==> src/rtl/m_prog_loader_pkg.sv <==
// Shared definitions for the UART program loader: state types, frame constants
// and the image-size helper.
package m_prog_loader_pkg;

    localparam int unsigned HDR_W          = 16;
    localparam int unsigned BYTES_PER_WORD = 4;

    typedef enum logic [2:0] {
        RX_IDLE,
        RX_START,
        RX_DATA,
        RX_STOP,
        RX_WAIT
    } rx_state_t;

    typedef enum logic [1:0] {
        L_CNT0,
        L_CNT1,
        L_WORD,
        L_DONE
    } ld_state_t;

    // Largest legal word count for a given word-address width.
    function automatic logic [31:0] max_words(input int unsigned aw);
        return 32'd1 << aw;
    endfunction

endpackage

==> src/rtl/m_prog_loader_if.sv <==
// Instruction-memory write port driven by the program loader.
interface m_prog_loader_if #(
    parameter int unsigned ADDR_W = 11
) ();
    logic [ADDR_W-1:0] w_waddr;
    logic [31:0]       w_wdata;
    logic              w_we;

    modport master (output w_waddr, output w_wdata, output w_we);
    modport slave  (input  w_waddr, input  w_wdata, input  w_we);
endinterface

==> src/rtl/m_prog_loader_uart_rx.sv <==
// 8N1 UART receiver: two-flop synchronizer, mid-bit sampling, one-cycle byte
// strobe on a good stop bit and a one-cycle framing-error strobe otherwise.
module m_uart_rx
    import m_prog_loader_pkg::*;
#(
    parameter int unsigned CLKS_PER_BIT = 100
) (
    input  logic       w_clk,
    input  logic       w_rst,
    input  logic       w_rxd,
    output logic [7:0] r_byte,
    output logic       r_valid,
    output logic       r_ferr
);
    localparam int unsigned CNT_W = $clog2(CLKS_PER_BIT) + 1;
    localparam logic [CNT_W-1:0] HALF_M1 = CNT_W'(CLKS_PER_BIT / 2 - 1);
    localparam logic [CNT_W-1:0] FULL_M1 = CNT_W'(CLKS_PER_BIT - 1);

    logic             sync1, sync2;
    rx_state_t        st, st_nxt;
    logic [CNT_W-1:0] cnt;
    logic [2:0]       bit_idx;
    logic [7:0]       shreg;
    logic             at_half, at_full;

    // Bring the asynchronous line into the clock domain (idle high).
    always_ff @(posedge w_clk) begin
        if (w_rst) begin
            sync1 <= 1'b1;
            sync2 <= 1'b1;
        end else begin
            sync1 <= w_rxd;
            sync2 <= sync1;
        end
    end

    // RX state register.
    always_ff @(posedge w_clk) begin
        if (w_rst) st <= RX_IDLE;
        else       st <= st_nxt;
    end

    // RX next-state logic.
    always_comb begin
        st_nxt  = st;
        at_half = (cnt == HALF_M1);
        at_full = (cnt == FULL_M1);
        unique case (st)
            RX_IDLE:  if (!sync2) st_nxt = RX_START;
            RX_START: if (at_half) st_nxt = sync2 ? RX_IDLE : RX_DATA;
            RX_DATA:  if (at_full && bit_idx == 3'd7) st_nxt = RX_STOP;
            RX_STOP:  if (at_full) st_nxt = sync2 ? RX_IDLE : RX_WAIT;
            RX_WAIT:  if (sync2) st_nxt = RX_IDLE;
            default:  st_nxt = RX_IDLE;
        endcase
    end

    // Bit timer, data shift register and output strobes.
    always_ff @(posedge w_clk) begin
        if (w_rst) begin
            cnt     <= '0;
            bit_idx <= '0;
            shreg   <= '0;
            r_byte  <= '0;
            r_valid <= 1'b0;
            r_ferr  <= 1'b0;
        end else begin
            r_valid <= 1'b0;
            r_ferr  <= 1'b0;
            if (st_nxt != st || (st == RX_DATA && at_full)) cnt <= '0;
            else                                            cnt <= cnt + 1'b1;
            if (st == RX_START) bit_idx <= '0;
            if (st == RX_DATA && at_full) begin
                shreg   <= {sync2, shreg[7:1]};
                bit_idx <= bit_idx + 3'd1;
            end
            if (st == RX_STOP && at_full) begin
                if (sync2) begin
                    r_byte  <= shreg;
                    r_valid <= 1'b1;
                end else begin
                    r_ferr  <= 1'b1;
                end
            end
        end
    end
endmodule

==> src/rtl/m_prog_loader.sv <==
// UART program loader: 16-bit word count header followed by little-endian
// 32-bit words written to instruction memory; holds the processor in reset
// (w_busy) while an image is being loaded.
module m_prog_loader
    import m_prog_loader_pkg::*;
#(
    parameter int unsigned CLKS_PER_BIT = 100,
    parameter int unsigned ADDR_W       = 11
) (
    input  logic             w_clk,
    input  logic             w_rst,
    input  logic             w_rxd,
    m_prog_loader_if.master  imem,
    output logic             w_busy,
    output logic             w_done,
    output logic             w_err
);
    logic [7:0]        rx_byte;
    logic              rx_valid, rx_ferr;

    ld_state_t         st, st_nxt;
    logic [7:0]        n_lo;
    logic [HDR_W-1:0]  n_cnt;
    logic [HDR_W-1:0]  hdr_n;
    logic [ADDR_W-1:0] addr;
    logic [1:0]        k;
    logic [23:0]       wbuf;
    logic              hdr_zero, hdr_big, word_last;

    m_uart_rx #(
        .CLKS_PER_BIT(CLKS_PER_BIT)
    ) u_rx (
        .w_clk  (w_clk),
        .w_rst  (w_rst),
        .w_rxd  (w_rxd),
        .r_byte (rx_byte),
        .r_valid(rx_valid),
        .r_ferr (rx_ferr)
    );

    // Loader state register.
    always_ff @(posedge w_clk) begin
        if (w_rst) st <= L_CNT0;
        else       st <= st_nxt;
    end

    // Loader next-state logic and header/word decode.
    always_comb begin
        st_nxt    = st;
        hdr_n     = {rx_byte, n_lo};
        hdr_zero  = (hdr_n == '0);
        hdr_big   = (32'(hdr_n) > max_words(ADDR_W));
        word_last = ((32'(addr) + 32'd1) == 32'(n_cnt));
        if (rx_valid) begin
            unique case (st)
                L_CNT0: st_nxt = L_CNT1;
                L_CNT1: begin
                    if (hdr_zero)     st_nxt = L_DONE;
                    else if (hdr_big) st_nxt = L_CNT0;
                    else              st_nxt = L_WORD;
                end
                L_WORD:  if (k == 2'd3 && word_last) st_nxt = L_DONE;
                L_DONE:  st_nxt = L_CNT1;
                default: st_nxt = L_CNT0;
            endcase
        end
    end

    // Header capture, word assembly, address counter and registered outputs.
    // Write address/data are loaded only together with w_we, so they hold
    // between writes while the next word is assembled in wbuf.
    always_ff @(posedge w_clk) begin
        if (w_rst) begin
            n_lo         <= '0;
            n_cnt        <= '0;
            addr         <= '0;
            k            <= '0;
            wbuf         <= '0;
            imem.w_we    <= 1'b0;
            imem.w_waddr <= '0;
            imem.w_wdata <= '0;
            w_busy       <= 1'b0;
            w_done       <= 1'b0;
            w_err        <= 1'b0;
        end else begin
            imem.w_we <= 1'b0;
            if (rx_ferr) w_err <= 1'b1;
            if (rx_valid) begin
                unique case (st)
                    L_CNT0, L_DONE: begin
                        n_lo   <= rx_byte;
                        w_busy <= 1'b1;
                        w_done <= 1'b0;
                    end
                    L_CNT1: begin
                        n_cnt <= hdr_n;
                        addr  <= '0;
                        k     <= '0;
                        if (hdr_zero) begin
                            w_busy <= 1'b0;
                            w_done <= 1'b1;
                        end else if (hdr_big) begin
                            w_err <= 1'b1;
                        end
                    end
                    L_WORD: begin
                        if (k == 2'd3) begin
                            imem.w_we    <= 1'b1;
                            imem.w_waddr <= addr;
                            imem.w_wdata <= {rx_byte, wbuf};
                            addr         <= addr + 1'b1;
                            k            <= '0;
                            if (word_last) begin
                                w_busy <= 1'b0;
                                w_done <= 1'b1;
                            end
                        end else begin
                            unique case (k)
                                2'd0:    wbuf[7:0]   <= rx_byte;
                                2'd1:    wbuf[15:8]  <= rx_byte;
                                default: wbuf[23:16] <= rx_byte;
                            endcase
                            k <= k + 2'd1;
                        end
                    end
                    default: ;
                endcase
            end
        end
    end
endmodule

==> src/flat_wrapper.sv <==
// flat-port wrapper written by rule: the top's interface ports become plain ports
module m_prog_loader_flat import m_prog_loader_pkg::*;
#(
    parameter int unsigned CLKS_PER_BIT = 100,
    parameter int unsigned ADDR_W       = 11
)
  (w_clk, w_rst, w_rxd, w_busy, w_done, w_err, imem_w_waddr, imem_w_wdata, imem_w_we);
  m_prog_loader_if #(.ADDR_W(ADDR_W)) imem_i ();
  input  logic w_clk;
  input  logic w_rst;
  input  logic w_rxd;
  output logic w_busy;
  output logic w_done;
  output logic w_err;
  output wire logic [$bits(imem_i.w_waddr)-1:0] imem_w_waddr;
  output wire logic [$bits(imem_i.w_wdata)-1:0] imem_w_wdata;
  output wire logic [$bits(imem_i.w_we)-1:0] imem_w_we;
  assign imem_w_waddr = imem_i.w_waddr;
  assign imem_w_wdata = imem_i.w_wdata;
  assign imem_w_we = imem_i.w_we;
  m_prog_loader #(.CLKS_PER_BIT(CLKS_PER_BIT), .ADDR_W(ADDR_W)) u_core (.w_clk(w_clk), .w_rst(w_rst), .w_rxd(w_rxd), .imem(imem_i), .w_busy(w_busy), .w_done(w_done), .w_err(w_err));
endmodule
==> config.mk <==
export PLATFORM = sky130hd
export DESIGN_NAME = m_prog_loader_flat
export DESIGN_NICKNAME = d
export VERILOG_FILES = /design/src/rtl/m_prog_loader_pkg.sv /design/src/rtl/m_prog_loader_if.sv /design/src/rtl/m_prog_loader_uart_rx.sv /design/src/rtl/m_prog_loader.sv /design/src/flat_wrapper.sv
export SDC_FILE = /design/constraint.sdc
export NUM_CORES = 1
export LEC_CHECK = 0
export ABC_AREA = 1
export CAP_MARGIN = 20
export CORE_MARGIN = 3
export CORE_UTILIZATION = 32
export CTS_BUF_LIST = sky130_fd_sc_hd__clkbuf_2
export DETAILED_ROUTE_END_ITERATION = 8
export PLACE_DENSITY_LB_ADDON = 0.15
export RECOVER_POWER = 25
export SLEW_MARGIN = 15
export SYNTH_ARGS = -nofsm -noshare
export SYNTH_HDL_FRONTEND = slang
export SYNTH_SLANG_ARGS = --single-unit
==> constraint.sdc <==
create_clock -name w_clk -period 3.8 [get_ports w_clk]
set_input_delay 0.76 -clock w_clk [delete_from_list [all_inputs] [get_ports w_clk]]
set_output_delay 0.76 -clock w_clk [all_outputs]
set_load 0.02 [all_outputs]
# After elaboration in Yosys (flattened, before gate mapping)
# Cells that the tools add are included.
[totals]
regBits = 144
in_bits = 3
output_inout_bits = 47
word_cells = 113
[op_classes]
n_addsub = 5
magnitude_cmp = 1
n_eq_ne = 18
n_mux = 34
bitwise_logic = 5
reduce_logical = 27
[op_table]
columns = ["cell", "count"]
rows = [
  ["$eq 32x16->1", 1],
  ["$mux 3", 8],
  ["$pmux 11 s2", 1],
  ["$gt 16x12->1 const B", 1],
  ["$logic_not 16->1", 1],
  ["$reduce_and 4->1", 4],
  ["$pmux 3 s5", 1],
  ["$mux 1", 14],
  ["$add 11x1->12 const B", 1],
  ["$add 11x1->11 const B", 1],
  ["$mux 11", 1],
  ["$mux 2", 5],
  ["$reduce_and 2->1", 5],
  ["$add 8x1->8 const B", 1],
  ["$eq 8x6->1 const B", 1],
  ["$eq 8x7->1 const B", 1],
  ["$ne 2x1->1 const B", 4],
  ["$reduce_or 2->1", 4],
  ["$eq 2x2->1 const B", 3],
  ["$eq 3x2->1 const B", 2],
  ["$eq 3x3->1 const B", 2],
  ["$pmux 1 s3", 2],
  ["$pmux 2 s3", 1],
  ["$reduce_and 3->1", 2],
  ["other kinds (13)", 23],
]

# Depth between registers and ports, before layout
[logic_depth]
word_depth = 7
ltp_mapped = 16
ltp_nobuf = 16

# Modules after synthesis
# A second synthesis with hierarchy kept.
[hier_totals]
hier_cells = 820
area_unflattened_um2 = 6152.2
[modules_own_cells]
columns = ["mod", "instances", "cells_each", "area_each_um2", "seq_area_each_um2"]
rows = [
  ["m_prog_loader", 1, 638, 4679.5, 2202.1],
  ["m_uart_rx", 1, 182, 1472.7, 680.7],
]

# Least setup slack after synthesis
# No wires, ideal clock.
[synth_timing]
path_kind = "register -> register"
startpoint = "register u_core.addr[0]"
endpoint = "register u_core.st[1]"
setup_ns = 0.115
arrival_ns = 1.589
t_required_ns = 3.685
path_slack_ns = 2.096
stages_incl_launch_ff = 15
n_path_buf = 0
period_less_slack_ns = 1.704
path_cell_list = "dfxtp_1 > ha_1 > nand2_1 > nor2_4 > nand2_1 > nand2_1 > nor2_1 > nor2_1 > nand3_1 > nor2_1 > nand2_1 > nand2_2 > nand2_1 > o21ai_1 > nor2_1"
[synth_via]
elab_chain_len = 5
[synth_rtl]
columns = ["element", "line", "rtl"]
rows = [
  ["from (decl)", "m_prog_loader.sv:25", "logic [ADDR_W-1:0] addr;"],
  ["from (signal assigned)", "m_prog_loader.sv:111", "addr <= addr + 1'b1;"],
  ["$add 11x1->12", "m_prog_loader.sv:53", "word_last = ((32'(addr) + 32'd1) == 32'(n_cnt));"],
  ["$eq 32x16->1", "m_prog_loader.sv:53", ""],
  ["$logic_and 1x1->1", "m_prog_loader.sv:62", "L_WORD: if (k == 2'd3 && word_last) st_nxt = L_DONE;"],
  ["$ne 2x1->1 (no line)", "--", ""],
  ["$reduce_and 2->1 (no line)", "--", ""],
  ["to (signal assigned)", "m_prog_loader.sv:44", "else st <= st_nxt;"],
  ["to (decl)", "m_prog_loader.sv:21", "ld_state_t st, st_nxt;"],
]
# No other way between the ends.
# A chain may end at the register's enable or synchronous reset.

==> impl_metrics.tcl <==
set metrics [dict create \
    power.share.switching 0.226 \
    drtIter0Drc 265 \
    hold_path_startpoint "u_core.u_rx.sync1" \
    worst_slack_ns 0.927 \
    fin_area_um2 6600 \
    path_class "in2reg" \
    yosysSeqAreaShare 0.506 \
    wire_per_inst_um 13.7 \
    dieArea_um2 19400 \
    antenna_found_initial 0 \
    hold_viol 0 \
    cts_resized 0 \
    routed_wl_um 13900 \
    rsz0062_at_grt "false" \
    synthCells 737 \
    drv_cap 0 \
    drc 0 \
    pwr_density_cell_nw_per_um2 372 \
    io_pins 50 \
    power_frac_seq 0.621 \
    clk_latency_ns 0.66 \
    avgSynthCellArea_um2 7.72 \
    vdd_ir_drop_max_v 0.000233 \
    core_area_um2 17400 \
    syn_to_final_growth_pct 15.9 \
    numCtsBuffers 17 \
    clk_root_buffer_cell "clkbuf_2" \
    synth-seq-cells 144 \
    run_status "complete, no violations" \
    pre_cts_ws_ns 1.19 \
    nets 791 \
    hold_slack_ns 0.432 \
    setup_tns_ns 0 \
    crit_path_end_kind "register" \
    cts_tree "yes" \
    cts_num_sinks 144 \
    period_needed_ns 2.87 \
    grt_usage 0.147 \
    post_cts_buffers 0 \
    hold_path.class "reg2reg" \
    die_w_um 139 \
    nFillCells 1811 \
    synth_warnings 0 \
    finClkSkew_ns 0.0217 \
    grt_pass1_wl_um 23600 \
    setup_violations 0 \
    switching_power_mw 0.553 \
    ys_types 35 \
    drt_first_pass_iters 5 \
    finalMaxSlewViolations 0 \
    mappedNetlistArea_um2 5690 \
    routed-via-count 4869 \
    cellLeakagePower_nw 2.51 \
    cts.reportedPaths.clkPinSlew_ns 0.18 \
    rows 48 \
    path_max_fanout 61 \
    overflow 0 \
    n_antenna_cell 0 \
    critical_path.startpoint "w_rst" \
    cts_buffer_depth 2 \
    power.share.clock 0.359 \
    globalplace.congestion 0.805 \
    max_freq_mhz 348 \
    ctsHoldBuffers 0 \
    drive_gt1_frac 0.0558 \
    port_buffers 49 \
    slew_headroom 0.160 \
    cp_data_arrival_time_ns 3.46 \
    tightest_slew_ns 1.26 \
    timing.rr.start "u_core.u_rx.cnt[0]" \
    cts_max_level 4 \
    combinationalPowerShare 0.020 \
    p_int_mw 1.90 \
    floorplan.initialDensity 0.328 \
    ant_nets 0 \
    grt_max_degree 62 \
    syn_nets 751 \
    worstPathRequired_ns 4.39 \
    place_area_um2 6390 \
    period_share 0.756 \
    dpl.hpwl_um 9620 \
    via_per_inst 4.80 \
    first_global_vias 4784 \
    fp.dieH_um 139 \
    start_kind "input port" \
]
## metal layers
layer / global-route usage / share of wire
met5: 0 / 0
met2: 0.238 / 0.47
met4: 0.0355 / 0.0094
met3: 0.0399 / 0.032
met1: 0.194 / 0.49
## state kept, by name, summed over array words and instances, names as in the netlist, 2 cells and up
register	cells
u_core.u_rx.cnt	8
u_core.imem.w_waddr	11
u_core.st	2
u_core.u_rx.bit_idx	3
u_core.u_rx.st	3
u_core.u_rx.r_byte	8
u_core.wbuf	24
u_core.n_lo	8
u_core.addr	11
u_core.imem.w_wdata	32
u_core.n_cnt	16
u_core.u_rx.shreg	8
u_core.k	2
## cells by family (layout without fill, tap and decap cells)
group,count (synthesis),after routing,share of synthesized area
xor+xnor,8,8,0.0123
simple gates,261,261,0.197
fa+ha+maj,11,11,0.0242
buf+inv,102,154,0.0677
flops,144,144,0.506
compound gates,211,211,0.192
## cell type report
type / instances / area (um2) / share of cell area
Tap cell: 225 / 282 / 0.0427
Inverter: 70 / 263 / 0.0398
Sequential cell: 144 / 2880 / 0.437
Timing Repair Buffer: 53 / 514 / 0.0780
Clock buffer: 22 / 110 / 0.0167
Clock inverter: 9 / 116 / 0.0176
Multi-Input combinational cell: 491 / 2430 / 0.368
## metrics by stage
step	power, mW	instances	util
floorplan	1.59	737	-
global placement	1.60	983	0.368
detailed placement	1.60	983	0.368
CTS	2.50	1014	0.381
global route	2.57	1014	0.380
finish	2.45	1014	0.380
## final timing paths
path	endpoint	slack (ns)	cells after the start
min	u_core.u_rx.sync2	0.43	1
min reg2reg	u_core.u_rx.sync2	0.43	1
max reg2reg	u_core.u_rx.cnt[6]	1.42	11
max	u_core.wbuf[1]	0.93	5
## worst max-delay path, stage by stage
cell,delay [ns]
dlygate4sd3_1,0.55
inv_1,0.80
clkbuf_2,0.92
o21ai_0,0.21
a21oi_1,0.19
## cells in the final DEF (no fill, tap or decap), types with 5 or more instances in the layout
cell type	Yosys	final
a21oi_1	95	95
nand4_1	9	9
nor2_1	85	85
nor3_1	5	5
clkbuf_2	0	23
nand2_1	104	104
clkdlybuf4s50_1	0	48
nand3_1	42	42
inv_1	67	68
ha_1	11	11
xor2_1	6	6
o22ai_1	8	8
o21ai_0	98	98
dfxtp_1	144	144
## Yosys cell counts
| cell type | instances | share of area |
|---|---|---|
| nor3_1 | 5 | 0.0044 |
| nand2_1 | 104 | 0.069 |
| o211ai_1 | 1 | 0.0013 |
| xnor2_1 | 2 | 0.0031 |
| a21oi_1 | 95 | 0.084 |
| nand4_2 | 1 | 0.0022 |
| buf_2 | 2 | 0.0018 |
| nor4_1 | 2 | 0.0022 |
| nand4_1 | 9 | 0.0099 |
| inv_2 | 1 | 0.00066 |
| nor2_1 | 85 | 0.056 |
| nor2_4 | 2 | 0.0040 |
| nor3b_1 | 1 | 0.0013 |
| a31oi_1 | 1 | 0.0011 |
| nand3_1 | 42 | 0.037 |
| a211oi_1 | 3 | 0.0040 |
| buf_1 | 3 | 0.0020 |
| o21ai_0 | 98 | 0.086 |
| or2_2 | 2 | 0.0022 |
| o31a_1 | 1 | 0.0015 |
| clkinv_1 | 2 | 0.0013 |
| a22oi_1 | 1 | 0.0013 |
| xor2_1 | 6 | 0.0092 |
| ha_1 | 11 | 0.024 |
| inv_1 | 67 | 0.044 |
| nand3b_1 | 1 | 0.0013 |
| o21a_1 | 1 | 0.0013 |
| nand2_2 | 3 | 0.0033 |
| nand3_2 | 1 | 0.0018 |
| clkbuf_1 | 27 | 0.018 |
| o22ai_1 | 8 | 0.0088 |
| o21ai_1 | 1 | 0.00088 |
| dfxtp_1 | 144 | 0.51 |
| nor2_2 | 3 | 0.0033 |
| o2111a_1 | 1 | 0.0020 |
## power groups by stage
stage	clock network (mW)	logic (mW)	registers (mW)
detailed placement	0	0.0521	1.55
floorplan	0	0.0369	1.55
finish	0.881	0.0491	1.52
global route	0.993	0.0561	1.52
CTS	0.923	0.0523	1.52
global placement	0	0.0511	1.55
Power figures use the tool's default switching activity.
